==> src/rtl/irq_ctrl_if.sv <==
// CPU-facing interrupt handshake: request/ID/in-service from the controller,
// acknowledge and end-of-interrupt back from the CPU.
interface irq_ctrl_if #(
    parameter int NUM_SRC = 8
);
    // Width of the source ID; always derived from the source count.
    localparam int ID_W = $clog2(NUM_SRC);

    logic            irq_req;     // request pending for the CPU
    logic [ID_W-1:0] irq_id;      // source being requested or serviced
    logic            in_service;  // handler currently running
    logic            irq_ack;     // CPU accepts the current request
    logic            irq_eoi;     // CPU finished the handler

    // Controller side.
    modport master (
        output irq_req,
        output irq_id,
        output in_service,
        input  irq_ack,
        input  irq_eoi
    );

    // CPU side.
    modport slave (
        input  irq_req,
        input  irq_id,
        input  in_service,
        output irq_ack,
        output irq_eoi
    );
endinterface : irq_ctrl_if

==> src/rtl/irq_ctrl.sv <==
// Fixed-priority interrupt controller.
// Captures rising edges of level interrupt lines into a pending register,
// qualifies them with a per-source enable mask and offers one request at a
// time to the CPU through a request / ack / end-of-interrupt handshake.
// Source 0 has the highest priority. All outputs come straight from flops.
module irq_ctrl #(
    parameter int NUM_SRC = 8
) (
    input  logic               clk,
    input  logic               rst,
    input  logic [NUM_SRC-1:0] irq_src,
    input  logic [NUM_SRC-1:0] irq_mask_en,
    input  logic [NUM_SRC-1:0] sw_clear,
    output logic [NUM_SRC-1:0] pending,
    irq_ctrl_if.master         cpu
);

    localparam int ID_W = $clog2(NUM_SRC);

    // Reject source counts outside the supported range at elaboration.
    if (NUM_SRC < 2 || NUM_SRC > 32) begin : g_bad_num_src
        $error("irq_ctrl: NUM_SRC must be in the range 2..32");
    end

    typedef enum logic [1:0] {
        IDLE    = 2'd0,
        REQ     = 2'd1,
        SERVICE = 2'd2
    } state_e;

    // ------------------------------------------------------------------
    // State
    // ------------------------------------------------------------------
    state_e             state_q,      state_d;
    logic [NUM_SRC-1:0] src_q,        src_d;       // previous irq_src sample
    logic [NUM_SRC-1:0] mask_q,       mask_d;      // registered enable mask
    logic [NUM_SRC-1:0] pending_q,    pending_d;
    logic [ID_W-1:0]    irq_id_q,     irq_id_d;
    logic               irq_req_q,    irq_req_d;
    logic               in_service_q, in_service_d;

    // ------------------------------------------------------------------
    // Combinational helpers
    // ------------------------------------------------------------------
    logic [NUM_SRC-1:0] rise;        // new rising edges this cycle
    logic [NUM_SRC-1:0] ack_clr;     // one-hot clear from an accepted request
    logic [NUM_SRC-1:0] eligible;    // pending and enabled
    logic               any_eligible;
    logic               cur_eligible; // the latched source is still eligible
    logic               ack_now;     // ack accepted in this cycle
    logic [ID_W-1:0]    winner;      // lowest eligible index

    // Lowest set index wins; scanning downward lets lower indices overwrite.
    function automatic logic [ID_W-1:0] lowest_index(input logic [NUM_SRC-1:0] vec);
        logic [ID_W-1:0] idx;
        idx = '0;
        for (int i = NUM_SRC - 1; i >= 0; i--) begin
            if (vec[i]) begin
                idx = ID_W'(i);
            end
        end
        return idx;
    endfunction

    // Edge detection, eligibility and the winning source for this cycle.
    always_comb begin
        rise         = irq_src & ~src_q;
        // The mask is registered so that masking and sw_clear both take
        // effect on the request one edge after they are sampled.
        eligible     = pending_q & mask_q;
        any_eligible = |eligible;
        winner       = lowest_index(eligible);
        cur_eligible = eligible[irq_id_q];
        ack_now      = (state_q == REQ) && cpu.irq_ack;
    end

    // Pending register update: rise wins over any clear in the same cycle.
    always_comb begin
        // NOTE: every always_comb output gets a default first so no path leaves it unassigned and a latch is inferred.
        ack_clr = '0;
        if (ack_now) begin
            ack_clr[irq_id_q] = 1'b1;
        end
        src_d     = irq_src;
        mask_d    = irq_mask_en;
        pending_d = (pending_q & ~(sw_clear | ack_clr)) | rise;
    end

    // Next-state and next-output logic of the request/service FSM.
    always_comb begin
        state_d      = state_q;
        irq_id_d     = irq_id_q;
        irq_req_d    = irq_req_q;
        in_service_d = in_service_q;

        unique case (state_q)
            IDLE: begin
                irq_req_d    = 1'b0;
                in_service_d = 1'b0;
                if (any_eligible) begin
                    // Latch the winner now; it is held until the next IDLE.
                    irq_id_d  = winner;
                    irq_req_d = 1'b1;
                    state_d   = REQ;
                end
            end

            REQ: begin
                // No preemption: irq_id stays put while the request is up.
                if (cpu.irq_ack) begin
                    // Ack beats a simultaneous withdraw.
                    irq_req_d    = 1'b0;
                    in_service_d = 1'b1;
                    state_d      = SERVICE;
                end else if (!cur_eligible) begin
                    // Source was masked or cleared: withdraw the request.
                    irq_req_d = 1'b0;
                    state_d   = IDLE;
                end
            end

            SERVICE: begin
                // Pending keeps accumulating; nothing is offered until IDLE.
                irq_req_d = 1'b0;
                if (cpu.irq_eoi) begin
                    in_service_d = 1'b0;
                    state_d      = IDLE;
                end
            end

            default: begin
                irq_req_d    = 1'b0;
                in_service_d = 1'b0;
                state_d      = IDLE;
            end
        endcase
    end

    // All state, with synchronous reset that also discards pending captures.
    always_ff @(posedge clk) begin
        // NOTE: nonblocking assignments so every flop sees pre-edge values regardless of statement order.
        if (rst) begin
            state_q      <= IDLE;
            src_q        <= '0;
            mask_q       <= '0;
            pending_q    <= '0;
            irq_id_q     <= '0;
            irq_req_q    <= 1'b0;
            in_service_q <= 1'b0;
        end else begin
            state_q      <= state_d;
            src_q        <= src_d;
            mask_q       <= mask_d;
            pending_q    <= pending_d;
            irq_id_q     <= irq_id_d;
            irq_req_q    <= irq_req_d;
            in_service_q <= in_service_d;
        end
    end

    // Registered outputs only.
    assign pending        = pending_q;
    assign cpu.irq_req    = irq_req_q;
    assign cpu.irq_id     = irq_id_q;
    assign cpu.in_service = in_service_q;

    // ------------------------------------------------------------------
    // Protocol properties
    // ------------------------------------------------------------------
    // Request and service phases are mutually exclusive.
    a_req_xor_service : assert property (
        @(posedge clk) disable iff (rst) !(irq_req_q && in_service_q));

    // The offered ID never changes while the request stays up.
    a_id_stable_in_req : assert property (
        @(posedge clk) disable iff (rst)
        (state_q == REQ && state_d == REQ) |=> $stable(irq_id_q));

    // The request output tracks the REQ state exactly.
    a_req_matches_state : assert property (
        @(posedge clk) disable iff (rst) irq_req_q == (state_q == REQ));

    // The service output tracks the SERVICE state exactly.
    a_service_matches_state : assert property (
        @(posedge clk) disable iff (rst) in_service_q == (state_q == SERVICE));

    // Any offered ID refers to an existing source.
    a_id_in_range : assert property (
        @(posedge clk) disable iff (rst) irq_req_q |-> (int'(irq_id_q) < NUM_SRC));

endmodule : irq_ctrl

==> src/flat_wrapper.sv <==
// flat-port wrapper written by rule: the top's interface ports become plain ports
module irq_ctrl_flat 
#(
    parameter int NUM_SRC = 8
)
  (clk, rst, irq_src, irq_mask_en, sw_clear, pending, cpu_irq_req, cpu_irq_id, cpu_in_service, cpu_irq_ack, cpu_irq_eoi);
  irq_ctrl_if #(.NUM_SRC(NUM_SRC)) cpu_i ();
  input  logic clk;
  input  logic rst;
  input  logic [NUM_SRC-1:0] irq_src;
  input  logic [NUM_SRC-1:0] irq_mask_en;
  input  logic [NUM_SRC-1:0] sw_clear;
  output logic [NUM_SRC-1:0] pending;
  output wire logic [$bits(cpu_i.irq_req)-1:0] cpu_irq_req;
  output wire logic [$bits(cpu_i.irq_id)-1:0] cpu_irq_id;
  output wire logic [$bits(cpu_i.in_service)-1:0] cpu_in_service;
  input wire logic [$bits(cpu_i.irq_ack)-1:0] cpu_irq_ack;
  input wire logic [$bits(cpu_i.irq_eoi)-1:0] cpu_irq_eoi;
  assign cpu_irq_req = cpu_i.irq_req;
  assign cpu_irq_id = cpu_i.irq_id;
  assign cpu_in_service = cpu_i.in_service;
  assign cpu_i.irq_ack = cpu_irq_ack;
  assign cpu_i.irq_eoi = cpu_irq_eoi;
  irq_ctrl #(.NUM_SRC(NUM_SRC)) u_core (.clk(clk), .rst(rst), .irq_src(irq_src), .irq_mask_en(irq_mask_en), .sw_clear(sw_clear), .pending(pending), .cpu(cpu_i));
endmodule
==> config.mk <==
export PLATFORM = sky130hd
export DESIGN_NAME = irq_ctrl_flat
export DESIGN_NICKNAME = d
export VERILOG_FILES = /design/src/rtl/irq_ctrl_if.sv /design/src/rtl/irq_ctrl.sv /design/src/flat_wrapper.sv
export SDC_FILE = /design/constraint.sdc
export NUM_CORES = 1
export LEC_CHECK = 0
export ABC_AREA = 1
export CAP_MARGIN = 20
export CORE_ASPECT_RATIO = 1.25
export CORE_MARGIN = 2
export CORE_UTILIZATION = 45
export DETAILED_ROUTE_END_ITERATION = 10
export GPL_ROUTABILITY_DRIVEN = 0
export PLACE_DENSITY = 0.8
export SLEW_MARGIN = 40
export SYNTH_ARGS = -nofsm -noshare
export SYNTH_HDL_FRONTEND = slang
export SYNTH_SLANG_ARGS = --single-unit
==> constraint.sdc <==
create_clock -name clk -period 2.6 [get_ports clk]
set_input_delay 0.65 -clock clk [delete_from_list [all_inputs] [get_ports clk]]
set_output_delay 0.65 -clock clk [all_outputs]
set_load 0.1 [all_outputs]
* Word level (Yosys, flattened, before mapping)
Cells that the tools add are included.
** Storage, ports and cells
- Register bits after elaboration :: 31
- Bits in latches :: 0
- Bits in writable memories :: 0
- Bits in read-only memories :: 0
- Bits of input ports :: 28
- Output and inout bits :: 13
- Word-level logic and storage cells :: 54
- Memories :: 0
** Cells by class
- Add/sub/neg operators :: 0
- Multiply operators :: 0
- Div/mod/pow operators :: 0
- $lt $le $gt $ge :: 2
- Eq/ne operators :: 6
- Shifts and indexed selects :: 0
- Multiplexer cells :: 25
- Bitwise operators :: 7
- Reduce and logical (&&, ||, !) cells :: 7
** Operator list (count)
- $and 8x8->8 :: 3
- $mux 3 :: 8
- $not 8->8 :: 2
- $or 8x8->8 :: 2
- $mux 2 :: 4
- $mux 8 :: 1
- $reduce_or 8->1 :: 1
- $mux 1 :: 7
- $pmux 2 s3 :: 1
- $lt 3x4->1 const B :: 1
- $ne 2x2->1 const B :: 2
- $pmux 1 s2 :: 2
- $reduce_and 2->1 :: 2
- $bmux 1 s3 :: 1
- $demux 1 s3 :: 1
- $ge 3x1->1 const B :: 1
- $ne 3x3->1 const B :: 1
- $reduce_and 3->1 :: 1
- $eq 2x1->1 const B :: 1
- $eq 2x2->1 const B :: 1
- $logic_and 1x1->1 :: 2
- $logic_not 2->1 :: 1
- $ne 2x1->1 const B :: 1

* Longest topological paths before layout
- Depth after elaboration :: 9
- Depth in mapped cells :: 10

* Worst setup path before layout
OpenSTA, ideal clock, no wires.
- Path type :: flip-flop to flip-flop
- Start point :: register u_core.pending_q[0], in the netlist u_core.pending[0]
- End point :: register u_core.irq_req_q, in the netlist u_core.cpu.irq_req
- Library setup time :: 0.070 ns
- Arrival :: 1.725 ns
- Path slack :: 0.805 ns
- Cell stages (with the launch flop) :: 6
- Path buffers :: 0
- Period minus slack after synthesis :: 1.795 ns
- Path through :: dfxtp_1 > nand2_1 > and3_4 > nor2_4 > nand4_1 > a21oi_1
** On the way
- Cells in the longest elaborated chain, start to end :: 4
- Elaborated cells between the ends (all ways) :: 7
- Classes of those cells :: 1 x eq/ne; 4 x mux; 1 x bitwise; 1 x reduce/logical
** RTL lines
- start: declaration :: RTL line irq_ctrl.sv:37 : logic [NUM_SRC-1:0] pending_q, pending_d;
- start signal: assignment :: RTL line irq_ctrl.sv:154 : pending_q <= pending_d;
- $and 8x8->8 (*) :: RTL line irq_ctrl.sv:70 : eligible = pending_q & mask_q;
- $bmux 1 s3 / $reduce_or 8->1 (equally long branches) :: RTL line irq_ctrl.sv:73, irq_ctrl.sv:71
- $mux 1 (on tied branches) :: RTL line irq_ctrl.sv:73, irq_ctrl.sv:100
- $ne 3x3->1 (no source line) / $pmux 1 s2 (equally long branches)
- end signal: assignment :: RTL line irq_ctrl.sv:156 : irq_req_q <= irq_req_d;
- end: declaration :: RTL line irq_ctrl.sv:39 : logic irq_req_q, irq_req_d;
Every way passes the cells marked *; elsewhere a longest branch is shown, timed or not. The select of a mux whose other input is x is not followed.
A chain may end at the register's enable or synchronous reset.

* Final worst setup path
- Start point :: register u_core.irq_id_q[0], in the netlist u_core.cpu.irq_id[0]
- End point :: output cpu_irq_id[0]
** RTL lines
- start: declaration :: RTL line irq_ctrl.sv:38 : logic [ID_W-1:0] irq_id_q, irq_id_d;
- start signal: assignment :: RTL line irq_ctrl.sv:155 : irq_id_q <= irq_id_d;
- end: declaration :: RTL line flat_wrapper.sv:15 : output wire logic [$bits(cpu_i.irq_id)-1:0] cpu_irq_id;
No word-level cell between the ends.

==> impl.org <==
** Power and ir drop
- Of the total power, combinational logic draws 0.273.
- In this run the static leakage power is between 0.8 and 0.9 nW.
- Internal power consumption :: 0.773 mW
- Power spread over the standard cell area amounts to around 680 mW/mm^2.
- Of the total power, the share spent switching nets is 0.351.
- Clock network fraction of total power :: 0.268
- Reg power frac :: 0.458
- Worst voltage drop across the vdd grid :: 0.000396 V
- Switching pwr :: 0.418 mW

** Timing
- Setup repair after global routing left no endpoint under its margin.
- For this run, the top clock speed supported by timing is approximately 0.5 GHz.
- Finish-stage setup viols :: 0
- Setup Skew :: between 0.003 and 0.004 ns
- Headroom to the max-slew limit came out at 0.686.
- Period Utilization, post-route :: 0.765
- In the post-route analysis, the smallest setup slack over all paths is around 0.6 ns.
- Final max-slew violation count :: 0
- The final hold violation count is 0.
- The clock period could shrink to between 1.5 and 2 ns.
- In the final timing run, aggregate negative setup slack is 0 ns.
- At the pin with the least slew margin, the transition time is approximately 0.47 ns.

** Route
- The first detailed-routing pass took 4 iterations.
- Vias :: approximately 1200
- Post-detailed-route count of antenna-violating nets :: 0
- Number of design-rule violations left by the first detailed-router iteration :: 17
- Per-cell routed wire length :: 12.2 um
- After detailed routing, the number of remaining DRC violations is 0.
- Using the TritonRoute via totals, the vias-per-cell ratio works out to between 5 and 6.
- After detailed routing, the total wire length is just under 3000 um.

** Setup path
- Critical path endpoint category :: primary output
- The number of buffers and inverters on the critical path is 1.
- Slowest-stage cell, CP :: sky130_fd_sc_hd__dfxtp_1
- STA classifies the critical path startpoint as a flop.
- Worst r2r path cells :: 6
- In this run the critical register-to-register path is launched from u_core.cpu.irq_id[0].
- Along the worst path, the maximum fanout reaches 10.
- WP data required :: between 1.5 and 2 ns
- The worst register-to-register path ends at u_core.cpu.irq_req.
- Crit path largest cell delay :: around 0.62 ns
- The worst setup path is of the reg -> out kind.
- The signal on the critical path passes through buf_4.
- At the worst endpoint, the arrival time is 1.34 ns.
- Category of cells accounting for the largest share of critical-path delay :: flip-flops
- For flop-to-flop paths, the worst setup slack is approximately 1.3 ns.

** GRT
- Entering global routing, the biggest net connects 18 pins.
- In the global route stage, overall resource usage came out at 0.195.
- The first global-routing pass estimated approximately 4700 um of wire.
- Vias in the first global route :: 1140
- The initial antenna violation count came to 0.
- Remaining global-route overflow :: 0

** Finish
- The final layout contains approximately 230 nets.
- Number of filler instances in the final layout :: ~260
- Antenna fix cells :: 0
- The library cell used most frequently in the layout, excluding fill and tap cells, is sky130_fd_sc_hd__dfxtp_1.
- The finished cells cover 0.00174 sq mm.
- Area growth syn-to-layout :: 33.5%
- Leaving out fill and tap cells, the most frequent cells in the layout are 31 x sky130_fd_sc_hd__dfxtp_1, 29 x sky130_fd_sc_hd__nand2_1, 27 x sky130_fd_sc_hd__clkdlybuf4s50_1.
- Finished Layout Cells :: 241
- In the final layout, the share of cells above drive strength 1 is 0.155.

** Clock tree
- TritonCTS created 5 clock buffers.
- After clock tree synthesis, the repair step resized 0 gates.
- Post-CTS Setup Repair Bufs :: 0
- Register clock-pin slew on the reported worst setup and hold paths :: 0.09 ns
- The clock passes through at most 2 buffers.
- The number of hold buffers added after CTS was 0.
- Clock insertion delay at the later pin of the skew report :: 0.34 ns
- TritonCTS built the clock tree.
- Clock H-tree levels :: 2
- CTS placed an instance of sky130_fd_sc_hd__clkbuf_4 at the clock tree root.
- For this design, the sink count on the clock tree is 31.

** Floorplan
- The total area inside the core boundary comes to roughly 0.0027 sq mm.
- Total I/O pin count :: a little over 40
- Chip height :: between 60 and 70 um
- Row count :: 21
- Die width :: about 52 um
- For this configuration, the core starts out at a cell density of 0.478.
- Die area :: 0.00335 sq mm

** Worst hold path
- Along the worst hold path, the cell count comes to 1.
- In this run the most critical hold path is launched from u_core.src_q[4].
- The worst hold path terminates at u_core.pending[4].
- Worst min-delay path category :: reg -> reg

** Place
- Port Buf Inserts :: 40
- The HPWL after detailed placement is 2270 um.
- Area after DPL :: approximately 0.0017 sq mm
- Pre-CTS WS :: 0.607 ns
- Count of placed standard cells including taps :: around 230

** Logic synthesis
- After synthesis the cells add up to between 0.001 and 0.0015 sq mm.
- Avg Cell Area, Syn :: slightly below 8 sq um
- Net count after synthesis :: ~190
- Number of warning messages in the yosys log :: 0
- Counting every instance in the synthesized netlist gives 164.
- Counting distinct cell types in the post-synthesis netlist gives 27.
- Synthesis inferred 31 register bits.
- The share of the Yosys chip area taken by registers is 0.476.

** Outcome
- Run status :: finished clean

** Flow run
- Max cap viols :: 0
power groups by stage:
stage          registers [mW]  clock network [mW]  logic, mW
3_3_place_gp            0.554                   0      0.319
4_1_cts                 0.545               0.327      0.327
5_1_grt                 0.550               0.344      0.347
2_1_floorplan           0.662                   0      0.136
6_report                0.546               0.319      0.326
3_5_place_dp            0.556                   0      0.326
state kept, by name, indices dropped and copies added (netlist names):
register               count
u_core.cpu.in_service      1
u_core.cpu.irq_id          3
u_core.cpu.irq_req         1
u_core.mask_q              8
u_core.pending             8
u_core.src_q               8
u_core.state_q             2
worst reg2reg max path, cell delays in order, from the launching register on:
cell                      delay, ns
sky130_fd_sc_hd__dfxtp_1       0.62
sky130_fd_sc_hd__inv_6         0.09
sky130_fd_sc_hd__nand4_1       0.14
sky130_fd_sc_hd__nand2_2       0.09
sky130_fd_sc_hd__nor2_4        0.11
sky130_fd_sc_hd__nand4_1       0.08
sky130_fd_sc_hd__a21oi_1       0.14
cells by family after synthesis:
logic type / share of synthesized area
and+or+nand+nor: 0.320
DFF: 0.476
buffers and inverters: 0.111
AOI/OAI and AO/OA: 0.0930
cells in the mapped netlist:
cell,number,area share
sky130_fd_sc_hd__inv_2,2,0.0058
sky130_fd_sc_hd__buf_6,3,0.026
sky130_fd_sc_hd__nand2_1,29,0.083
sky130_fd_sc_hd__o21ai_0,1,0.0038
sky130_fd_sc_hd__nand3_1,3,0.012
sky130_fd_sc_hd__nor2_4,3,0.026
sky130_fd_sc_hd__inv_6,1,0.0067
sky130_fd_sc_hd__a21oi_1,9,0.035
sky130_fd_sc_hd__nor4_1,6,0.029
sky130_fd_sc_hd__buf_4,1,0.0058
sky130_fd_sc_hd__inv_1,21,0.060
sky130_fd_sc_hd__nand4_1,8,0.038
sky130_fd_sc_hd__a31oi_1,2,0.0096
sky130_fd_sc_hd__nand2_2,2,0.0096
sky130_fd_sc_hd__a211oi_1,1,0.0058
sky130_fd_sc_hd__o21ai_2,1,0.0067
sky130_fd_sc_hd__and2_1,1,0.0048
sky130_fd_sc_hd__nand4_2,1,0.0096
sky130_fd_sc_hd__o21ai_1,1,0.0038
sky130_fd_sc_hd__or3_1,1,0.0048
sky130_fd_sc_hd__buf_1,1,0.0029
sky130_fd_sc_hd__dfxtp_1,31,0.48
sky130_fd_sc_hd__nor2_1,21,0.060
sky130_fd_sc_hd__buf_2,1,0.0038
sky130_fd_sc_hd__o22ai_1,6,0.029
sky130_fd_sc_hd__nand3b_1,6,0.035
sky130_fd_sc_hd__and3_4,1,0.0086
final cells by class:
type	count	area, sq um	share of cell area
Multi-Input combinational cell	103	539	0.310
Timing Repair Buffer	41	375	0.216
Sequential cell	31	621	0.356
Clock buffer	8	68.8	0.0395
Tap cell	34	42.5	0.0244
Inverter	24	95.1	0.0546
metrics by stage:
stage	power (mW)	hold slack [ns]	util
2_1_floorplan	0.798	0.408	-
3_3_place_gp	0.873	0.411	0.612
3_5_place_dp	0.882	0.420	0.612
4_1_cts	1.20	0.436	0.637
5_1_grt	1.24	0.448	0.637
6_report	1.19	0.431	0.637
worst max-delay path by stage:
stage                              start            endpoint  slack (ns)  depth (start not counted)
finish              u_core.cpu.irq_id[0]       cpu_irq_id[0]        0.61                          1
global route        u_core.cpu.irq_id[0]       cpu_irq_id[0]        0.54                          1
CTS                 u_core.cpu.irq_id[0]       cpu_irq_id[0]        0.60                          1
detailed placement           cpu_irq_ack   u_core.pending[0]        0.61                          6
global placement             cpu_irq_ack   u_core.pending[1]        0.67                          6
floorplan              u_core.pending[0]  u_core.cpu.irq_req        0.81                          5
metal layers:
metal,GRT usage,part of all wire
met2,0.340,0.52
met4,0.0994,0.023
met1,0.197,0.39
met3,0.0724,0.066
met5,0,0
Power figures use the tool's default switching activity.
